## src/rtl/alu_pkg.sv

```systemverilog
// Opcodes, FSM state encoding and opcode-class helpers shared by seq_alu and its muldiv unit.
// Build option SEQ_ALU_MULDIV_EN adds the MUL/DIV states; otherwise only IDLE and DONE exist.
package alu_pkg;

  localparam logic [3:0] OP_ADD  = 4'b0000;
  localparam logic [3:0] OP_SUB  = 4'b0001;
  localparam logic [3:0] OP_AND  = 4'b0010;
  localparam logic [3:0] OP_SLTU = 4'b0011;
  localparam logic [3:0] OP_XOR  = 4'b0100;
  localparam logic [3:0] OP_SLT  = 4'b0101;
  localparam logic [3:0] OP_OR   = 4'b0110;
  localparam logic [3:0] OP_MUL  = 4'b1000;
  localparam logic [3:0] OP_DIVU = 4'b1001;
  localparam logic [3:0] OP_REMU = 4'b1010;

`ifdef SEQ_ALU_MULDIV_EN
  typedef enum logic [1:0] {
    IDLE = 2'd0,
    MUL  = 2'd1,
    DIV  = 2'd2,
    DONE = 2'd3
  } state_t;
`else
  typedef enum logic [1:0] {
    IDLE = 2'd0,
    DONE = 2'd3
  } state_t;
`endif

  function automatic logic is_mul(input logic [3:0] op);
    return op == OP_MUL;
  endfunction

  function automatic logic is_div(input logic [3:0] op);
    return (op == OP_DIVU) || (op == OP_REMU);
  endfunction

endpackage

```

## src/rtl/seq_alu_muldiv.sv

```systemverilog
// Iterative shift-add multiply / restoring divide (divu, remu), one bit per cycle.
// done is high in the WIDTH-th busy cycle with result already the final value; no backpressure.
module seq_alu_muldiv
  import alu_pkg::*;
#(
  parameter int WIDTH = 32
) (
  input  logic             clk,
  input  logic             reset,
  input  logic             start,
  input  logic [3:0]       op,
  input  logic [WIDTH-1:0] a,
  input  logic [WIDTH-1:0] b,
  output logic             done,
  output logic [WIDTH-1:0] result
);

  localparam int CW = $clog2(WIDTH);

  logic             busy_q;
  logic [CW-1:0]    cnt_q;
  logic             div_q;
  logic             rem_q;
  logic [WIDTH-1:0] a_q, b_q, acc_q;
  logic [WIDTH-1:0] a_d, b_d, acc_d;
  logic [WIDTH:0]   trial;

  // mul: a_q multiplicand (shifts left), b_q multiplier (shifts right), acc_q product.
  // div: a_q dividend shifting out / quotient shifting in, b_q divisor, acc_q remainder.
  always_comb begin
    a_d   = a_q;
    b_d   = b_q;
    acc_d = acc_q;
    trial = {acc_q, a_q[WIDTH-1]};
    if (div_q) begin
      // A zero divisor always "fits", giving an all-ones quotient and remainder == dividend.
      if (trial >= {1'b0, b_q}) begin
        acc_d = trial[WIDTH-1:0] - b_q;
        a_d   = {a_q[WIDTH-2:0], 1'b1};
      end else begin
        acc_d = trial[WIDTH-1:0];
        a_d   = {a_q[WIDTH-2:0], 1'b0};
      end
    end else begin
      if (b_q[0]) acc_d = acc_q + a_q;
      a_d = a_q << 1;
      b_d = b_q >> 1;
    end
  end

  assign done   = busy_q && (cnt_q == CW'(WIDTH - 1));
  assign result = (div_q && !rem_q) ? a_d : acc_d;

  always_ff @(posedge clk or posedge reset) begin
    if (reset) begin
      busy_q <= 1'b0;
      cnt_q  <= '0;
      div_q  <= 1'b0;
      rem_q  <= 1'b0;
      a_q    <= '0;
      b_q    <= '0;
      acc_q  <= '0;
    end else if (start) begin
      busy_q <= 1'b1;
      cnt_q  <= '0;
      div_q  <= is_div(op);
      rem_q  <= (op == OP_REMU);
      a_q    <= a;
      b_q    <= b;
      acc_q  <= '0;
    end else if (busy_q) begin
      a_q   <= a_d;
      b_q   <= b_d;
      acc_q <= acc_d;
      cnt_q <= cnt_q + CW'(1);
      if (done) busy_q <= 1'b0;
    end
  end

endmodule

```

## src/rtl/seq_alu.sv

```systemverilog
// Sequential ALU with valid/ready request and one-cycle out_valid; SEQ_ALU_MULDIV_EN adds mul/divu/remu.
// Latency 1 cycle (WIDTH+1 for mul/div); in_ready low while busy, requests then are ignored.
module seq_alu
  import alu_pkg::*;
#(
  parameter int WIDTH = 32
) (
  input  logic             clk,
  input  logic             reset,
  input  logic             in_valid,
  output logic             in_ready,
  input  logic [WIDTH-1:0] a_in,
  input  logic [WIDTH-1:0] b_in,
  input  logic [3:0]       ALUControl,
  output logic             out_valid,
  output logic [WIDTH-1:0] ALUResult,
  output logic             Z
);

  state_t           state_q, state_d;
  logic             accept;
  logic             res_ld;
  logic [WIDTH-1:0] alu_res, res_d;

  assign in_ready  = (state_q == IDLE);
  assign out_valid = (state_q == DONE);
  assign accept    = in_valid && in_ready;

  always_comb begin
    alu_res = '0;
    case (ALUControl)
      OP_ADD:  alu_res = a_in + b_in;
      OP_SUB:  alu_res = a_in - b_in;
      OP_AND:  alu_res = a_in & b_in;
      OP_OR:   alu_res = a_in | b_in;
      OP_XOR:  alu_res = a_in ^ b_in;
      OP_SLT:  alu_res = {{(WIDTH-1){1'b0}}, $signed(a_in) < $signed(b_in)};
      OP_SLTU: alu_res = {{(WIDTH-1){1'b0}}, a_in < b_in};
      default: alu_res = '0;
    endcase
  end

`ifdef SEQ_ALU_MULDIV_EN
  logic             md_done;
  logic [WIDTH-1:0] md_result;

  seq_alu_muldiv #(.WIDTH(WIDTH)) u_muldiv (
    .clk    (clk),
    .reset  (reset),
    .start  (accept && (is_mul(ALUControl) || is_div(ALUControl))),
    .op     (ALUControl),
    .a      (a_in),
    .b      (b_in),
    .done   (md_done),
    .result (md_result)
  );
`endif

  always_comb begin
    state_d = state_q;
    res_ld  = 1'b0;
    res_d   = alu_res;
    case (state_q)
      IDLE: begin
        if (accept) begin
`ifdef SEQ_ALU_MULDIV_EN
          if (is_mul(ALUControl)) begin
            state_d = MUL;
          end else if (is_div(ALUControl)) begin
            state_d = DIV;
          end else begin
            state_d = DONE;
            res_ld  = 1'b1;
          end
`else
          state_d = DONE;
          res_ld  = 1'b1;
`endif
        end
      end
`ifdef SEQ_ALU_MULDIV_EN
      MUL, DIV: begin
        if (md_done) begin
          state_d = DONE;
          res_ld  = 1'b1;
          res_d   = md_result;
        end
      end
`endif
      DONE:    state_d = IDLE;
      default: state_d = IDLE;
    endcase
  end

  always_ff @(posedge clk or posedge reset) begin
    if (reset) state_q <= IDLE;
    else       state_q <= state_d;
  end

  // Result and zero flag only change on a load, so both hold until the next result.
  always_ff @(posedge clk or posedge reset) begin
    if (reset) begin
      ALUResult <= '0;
      Z         <= 1'b1;
    end else if (res_ld) begin
      ALUResult <= res_d;
      Z         <= (res_d == '0);
    end
  end

endmodule

```

## config.mk

```make
export PLATFORM = sky130hd
export DESIGN_NAME = seq_alu
export DESIGN_NICKNAME = d
export VERILOG_FILES = /design/src/rtl/alu_pkg.sv /design/src/rtl/seq_alu_muldiv.sv /design/src/rtl/seq_alu.sv
export SDC_FILE = /design/constraint.sdc
export NUM_CORES = 1
export LEC_CHECK = 0
export CAP_MARGIN = 20
export CORE_AREA = 5 5 113 115
export CTS_BUF_LIST = sky130_fd_sc_hd__clkbuf_4
export CTS_CLUSTER_DIAMETER = 50
export DETAILED_ROUTE_END_ITERATION = 6
export DIE_AREA = 0 0 118 120
export HOLD_SLACK_MARGIN = 0.03
export PLACE_DENSITY = 0.82
export SYNTH_ARGS = -nofsm -noshare
export SYNTH_HDL_FRONTEND = slang
export SYNTH_SLANG_ARGS = --single-unit
```

## constraint.sdc

```tcl
create_clock -name clk -period 2.95 [get_ports clk]
set_clock_uncertainty 0.05 [all_clocks]
set_input_delay 0.295 -clock clk [delete_from_list [all_inputs] [get_ports clk]]
set_output_delay 0.295 -clock clk [all_outputs]
set_load 0.005 [all_outputs]
```

==> summary.md, run 1 <==
| Metric | Value |
|---|---|
| Status | `aborted with a tool error` |
| Failed at | `global routing` |
| Stop err | `[ERROR GRT-0232] Routing congestion too high. Check the congestion heatmap in the GUI.` |
| Yosys top cell area share | `between 10% and 20%` |
| Worst_ep grt | `Z$_DFFE_PP1P_/D` |
| Htree depth | `2` |
| CTS Hold Bufs | `0` |
| Syn Nets | `1087` |
| Starting Density | `55.3%` |
| Adder-Cell Fraction of Synth Area | `a little over 20%` |
| All-Layer GR Usage | `a little under nine tenths` |
| Routability Congestion | `approximately 1.1` |
| Worst endpoint type | `sequential cell input` |
| DP HPWL | `~21000 um` |
| Post-synthesis compound-gate area fraction | `a little under a third` |
| Synth Register Bits | `34` |
| Synth Warn # | `0` |
| Primary FF master, synth | `dfrtp_1` |
| # port buffers | `around 110` |
| Overflow after GRT | `439` |
| EDFF count, synth | `0` |
| Synth top area cells | `ha_1, dfrtp_1, a21oi_1` |
| Horiz. Die Dim | `approximately 120 um` |
| Largest net degree at the start of global routing | `60` |
| Clock tree sinks | `34` |
| Clock Path Buffers | `2` |
| FP Rows | `40` |
| Root Buffer | `clkbuf_4` |
| Post-Synth Simple-Gate Area | `between 20% and 30%` |
| Yosys top cell by area | `ha_1` |
| Mapped Area | `6480 um^2` |
| Post-synthesis sequential area ratio | `between 10% and 20%` |
| Mean Syn Cell Area | `7.11 um^2` |
| TritonCTS buffer count | `5` |
| Synth Area in XOR/XNOR | `1.35%` |
| Pre-CTS setup slack | `-1.30 ns` |
| Ports | `between 100 and 150` |
| Largest family of logic cells by synthesized area | `compound AO/OA/AOI/OAI gates` |
| Gate Count Post-Synth | `approximately 910` |
| Placed cell area | `between 9000 and 10000 um^2` |
| Post-synth ARST share | `100%` |
| Yosys cell types | `a little over 80` |
| DP Cell Count | `1416` |
| Mux contribution to synthesized area | `about 2.7%` |
| Die Ht | `120 um` |
## cell families after synthesis
kind of cell | after synthesis
muxes | 17
AOI/OAI and AO/OA | 309
and+or+nand+nor | 283
buffers and inverters | 153
xor gates and xnor gates | 10
adders and majority gates | 105
DFF | 34
## stage by stage
stage / utilization (%) / hold WS, ns
CTS: 91.9 / 0.128
detailed placement: 84.7 / 0.420
floorplan: - / 0.386
global placement: 84.7 / 0.404
## timing repair
action                                  CTS
resized for setup                       227
pin swaps                                44
endpoints found under the setup margin   22
setup buffers                            29
## cells in the mapped netlist, types with 4 or more instances
| cell | n |
|---|---|
| and4_1 | 5 |
| o211ai_1 | 10 |
| clkbuf_1 | 41 |
| buf_2 | 7 |
| nand2b_1 | 7 |
| o21bai_1 | 9 |
| nand4_1 | 20 |
| mux2i_1 | 11 |
| nor4_1 | 9 |
| nand3_1 | 16 |
| a22oi_1 | 4 |
| inv_1 | 99 |
| a211oi_1 | 13 |
| a21o_1 | 15 |
| nor2_1 | 76 |
| o31ai_1 | 14 |
| nand2_1 | 80 |
| a21oi_1 | 86 |
| a221oi_1 | 6 |
| a31oi_1 | 9 |
| nor2b_1 | 9 |
| nor3_1 | 22 |
| o21ai_0 | 72 |
| and2_1 | 10 |
| o31a_1 | 5 |
| o22ai_1 | 4 |
| dfrtp_1 | 33 |
| o2111ai_1 | 5 |
| and3_1 | 8 |
| mux2_2 | 6 |
| a211o_1 | 5 |
| or3_1 | 5 |
| o221ai_1 | 6 |
| ha_1 | 103 |
| xnor2_1 | 10 |
## layer usage
metal / GRT overflow / GRT usage, %
met1: 6 / 79.8
met2: 302 / 104
met3: 6 / 72.7
met4: 125 / 94.0
met5: 0 / 28.7
==> run 2: changes to the inputs <==
Settings changed: CORE_AREA 5 5 113 115 to 5 5 134 136, CTS_BUF_LIST sky130_fd_sc_hd__clkbuf_4 to not set, CTS_CLUSTER_DIAMETER 50 to not set, DIE_AREA 0 0 118 120 to 0 0 139 141, HOLD_SLACK_MARGIN 0.03 to not set, PLACE_DENSITY 0.82 to not set, PLACE_DENSITY_LB_ADDON set to 0.15.
==> summary.md, run 2 <==
| Metric | Value |
|---|---|
| Pre-CTS setup slack | `-1.27 ns (+0.0240 ns)` |
| Final setup fails | `10` |
| Crit path kind | `in2reg` |
| Post-synth ARST share | `100% (unchanged)` |
| Max_cap viols | `0` |
| Post-route clock period utilization | `116%` |
| EDFF count, synth | `0 (unchanged)` |
| Leak | `5.43 nW` |
| Routability Congestion | `0.981 (-13%)` |
| Post-Route WL | `roughly 28000 um` |
| Status | `complete, but fails checks` |
| Worst-Skew Late Latency | `0.28 ns` |
| Peak Freq | `slightly below 0.3 GHz` |
| Clock tree sinks | `34 (unchanged)` |
| WL per Instance | `between 15 and 20 um` |
| Synth top area cells | `ha_1, dfrtp_1, a21oi_1` |
| Antenna cells | `0` |
| Worst Tran Pin Value | `roughly 0.67 ns` |
| Root Buffer | `clkbuf_16` |
| Via count | `between 8000 and 9000` |
| Total negative setup slack | `-2.35 ns` |
| Yosys cell types | `83 (unchanged)` |
| Mean Syn Cell Area | `7.11 um^2 (unchanged)` |
| Die Ht | `141 um (+18%)` |
| # port buffers | `105 (unchanged)` |
| Util after Layout | `~67%` |
| GR Layer Usage met3 | `under 10%` |
| First-pass DRT Iterations | `5` |
| Power per cell area | `305 nW/um^2` |
| Clk pin slew, worst setup/hold paths | `0.06 ns` |
| Vias per inst | `5.42` |
| Final Max Slew Viols | `0` |
| Post-layout min period | `roughly 3.4 ns` |
| Clock Path Buffers | `2 (unchanged)` |
| Die area | `~20000 um^2` |
| First-pass GRT wire length | `43000 um` |
| Met1 Use GR | `36.0%` |
| Max FFs per register | `32` |
| Vias in the first global route | `a little over 8000` |
| Growth of design area from synthesis to finish | `75.1%` |
| Antenna-violating nets left | `0` |
| Top Registers | `ALUResult (32), Z (1), state_q (1)` |
| TritonCTS buffer count | `5 (unchanged)` |
| Met2 Use GR | `between 40% and 50%` |
| Initial DRC count | `around 660` |
| Yosys top cell by area | `ha_1` |
| Overflow after GRT | `0` |
| Worst endpoint required time | `around 3.1 ns` |
| Mapped Area | `6480 um^2 (unchanged)` |
| CP Max Fanout | `3` |
| Count leader, synth | `ha_1` |
| CTS tree | `done` |
| Syn Nets | `1087 (unchanged)` |
| Critical Path AT | `roughly 3.6 ns` |
| Layout cells sized above 1 | `between 40 and 50%` |
| RSZ-0062 raised after global routing | `true` |
| Ports | `106 (unchanged)` |
| Synth Warn # | `0 (unchanged)` |
| Reg-to-Reg Start | `state_q[0]` |
| Commonest non-fill, non-tap cells in the layout | `buf_4, ha_1, nand2_1` |
| R2R setup slack | `slightly above 0.7 ns` |
| Initial antenna violation count | `0` |
| Starting Density | `38.5% (-17 points)` |
| Largest reg by FF count | `ALUResult` |
| Primary FF master, synth | `dfrtp_1` |
| FF-to-FF End | `Z` |
| GRT busiest layer | `met2` |
| Worst Setup End Kind | `flip-flop` |
| Largest net degree at the start of global routing | `60` |
| Post-synthesis sequential area ratio | `13.1% (unchanged)` |
| Core footprint | `around 17000 um^2` |
| Fin nets | `1500` |
| CTS Hold Bufs | `0 (unchanged)` |
| Tot Pwr | `3.46 mW` |
| Hold_ws | `0.395 ns` |
| Hold Vio Cnt, Final | `0` |
| Max VDD drop | `between 200 and 250 uV` |
| Top cells by count, synth | `ha_1, inv_1, a21oi_1, nand2_1, nor2_1` |
| Post-route setup slack | `-0.480 ns` |
| FP Rows | `48 (+20%)` |
| DRC errors left | `0` |
| Gate Count Post-Synth | `911 (unchanged)` |
| Worst hold-check path type | `in2async` |
| Yosys top cell area share | `19.9% (unchanged)` |
| Htree depth | `2 (unchanged)` |
| Failing checks | `negative setup slack` |
| Rel. slew slack | `55.3%` |
| Commonest non-fill, non-tap cell in the layout | `buf_4` |
| Horiz. Die Dim | `139 um (+18%)` |
| Synth Register Bits | `34 (unchanged)` |
| Worst r2r path cells | `9` |
| All-Layer GR Usage | `between 20% and 30%` |
| Crit start category | `input pin` |
| DP HPWL | `21700 um (+2.5%)` |
## run 2: cell type report
cell class | count | area [um^2]
clock buffers | 5 | 125
fillers | 1503 | 5470
repair buffers | 460 | 3770
clock inverters | 3 | 68.8
well taps | 225 | 282
multi-input cells | 724 | 5880
flip-flops and latches | 34 | 852
inverters | 99 | 378
## run 2: critical path: stages
cell and delay [ns]:
buf_8 0.08, clkinvlp_4 0.08, buf_6 0.13, fa_2 0.37
and2b_2 0.25, o211ai_4 0.12, a2111oi_4 0.41, nor3_2 0.09
o41a_1 0.50, o21ai_1 0.17, nand3_1 0.12, mux2_4 0.28
a22oi_2 0.13, and4_1 0.21, and4b_1 0.23, a41o_1 0.15
## run 2: cells by family after synthesis
kind of cell	synth area share, %
buffers and inverters	9.29
DFF	13.1
muxes	2.74
AOI/OAI and AO/OA	31.7
and+or+nand+nor	21.3
xor gates and xnor gates	1.35
adders and majority gates	20.5
## run 2: what timing repair did
item                       4_1_cts  5_1_grt
buffers inserted                32        8
pin swaps                       62       20
resized for setup              236       31
setup endpoints to repair       23       17
cloned                           0        1
## run 2: through the flow
stage	std cells	area, um^2
floorplan	911	6610
CTS	1543	11100
finish	1550	11300
detailed placement	1505	10100
global placement	1505	10100
global route	1550	11300
## run 2: layer usage
layer,routed length (um),vias up
li1,-,4088
met1,12200,3932
met2,13200,338
met3,1810,47
met4,591,0
met5,0,-
## run 2: how the worst max path moves through the flow
stage,start,end,slack [ns],depth (start not counted)
after detailed placement,b_in[4],Z,-1.27,15
after global placement,a_in[1],Z,-1.26,15
after floorplan,a_in[1],Z,-0.22,14
final,a_in[1],Z,-0.48,16
after global routing,b_in[0],Z,-0.58,16
after CTS,a_in[1],Z,-0.50,16
## run 2: report_power, final
part | total [mW] | switching, mW | internal [mW]
clock network | 0.727 | 0.240 | 0.487
logic | 2.15 | 1.03 | 1.12
registers | 0.575 | 0.0400 | 0.535
total | 3.46 | 1.31 | 2.14
No activity file was read; power rests on OpenSTA's default activity.
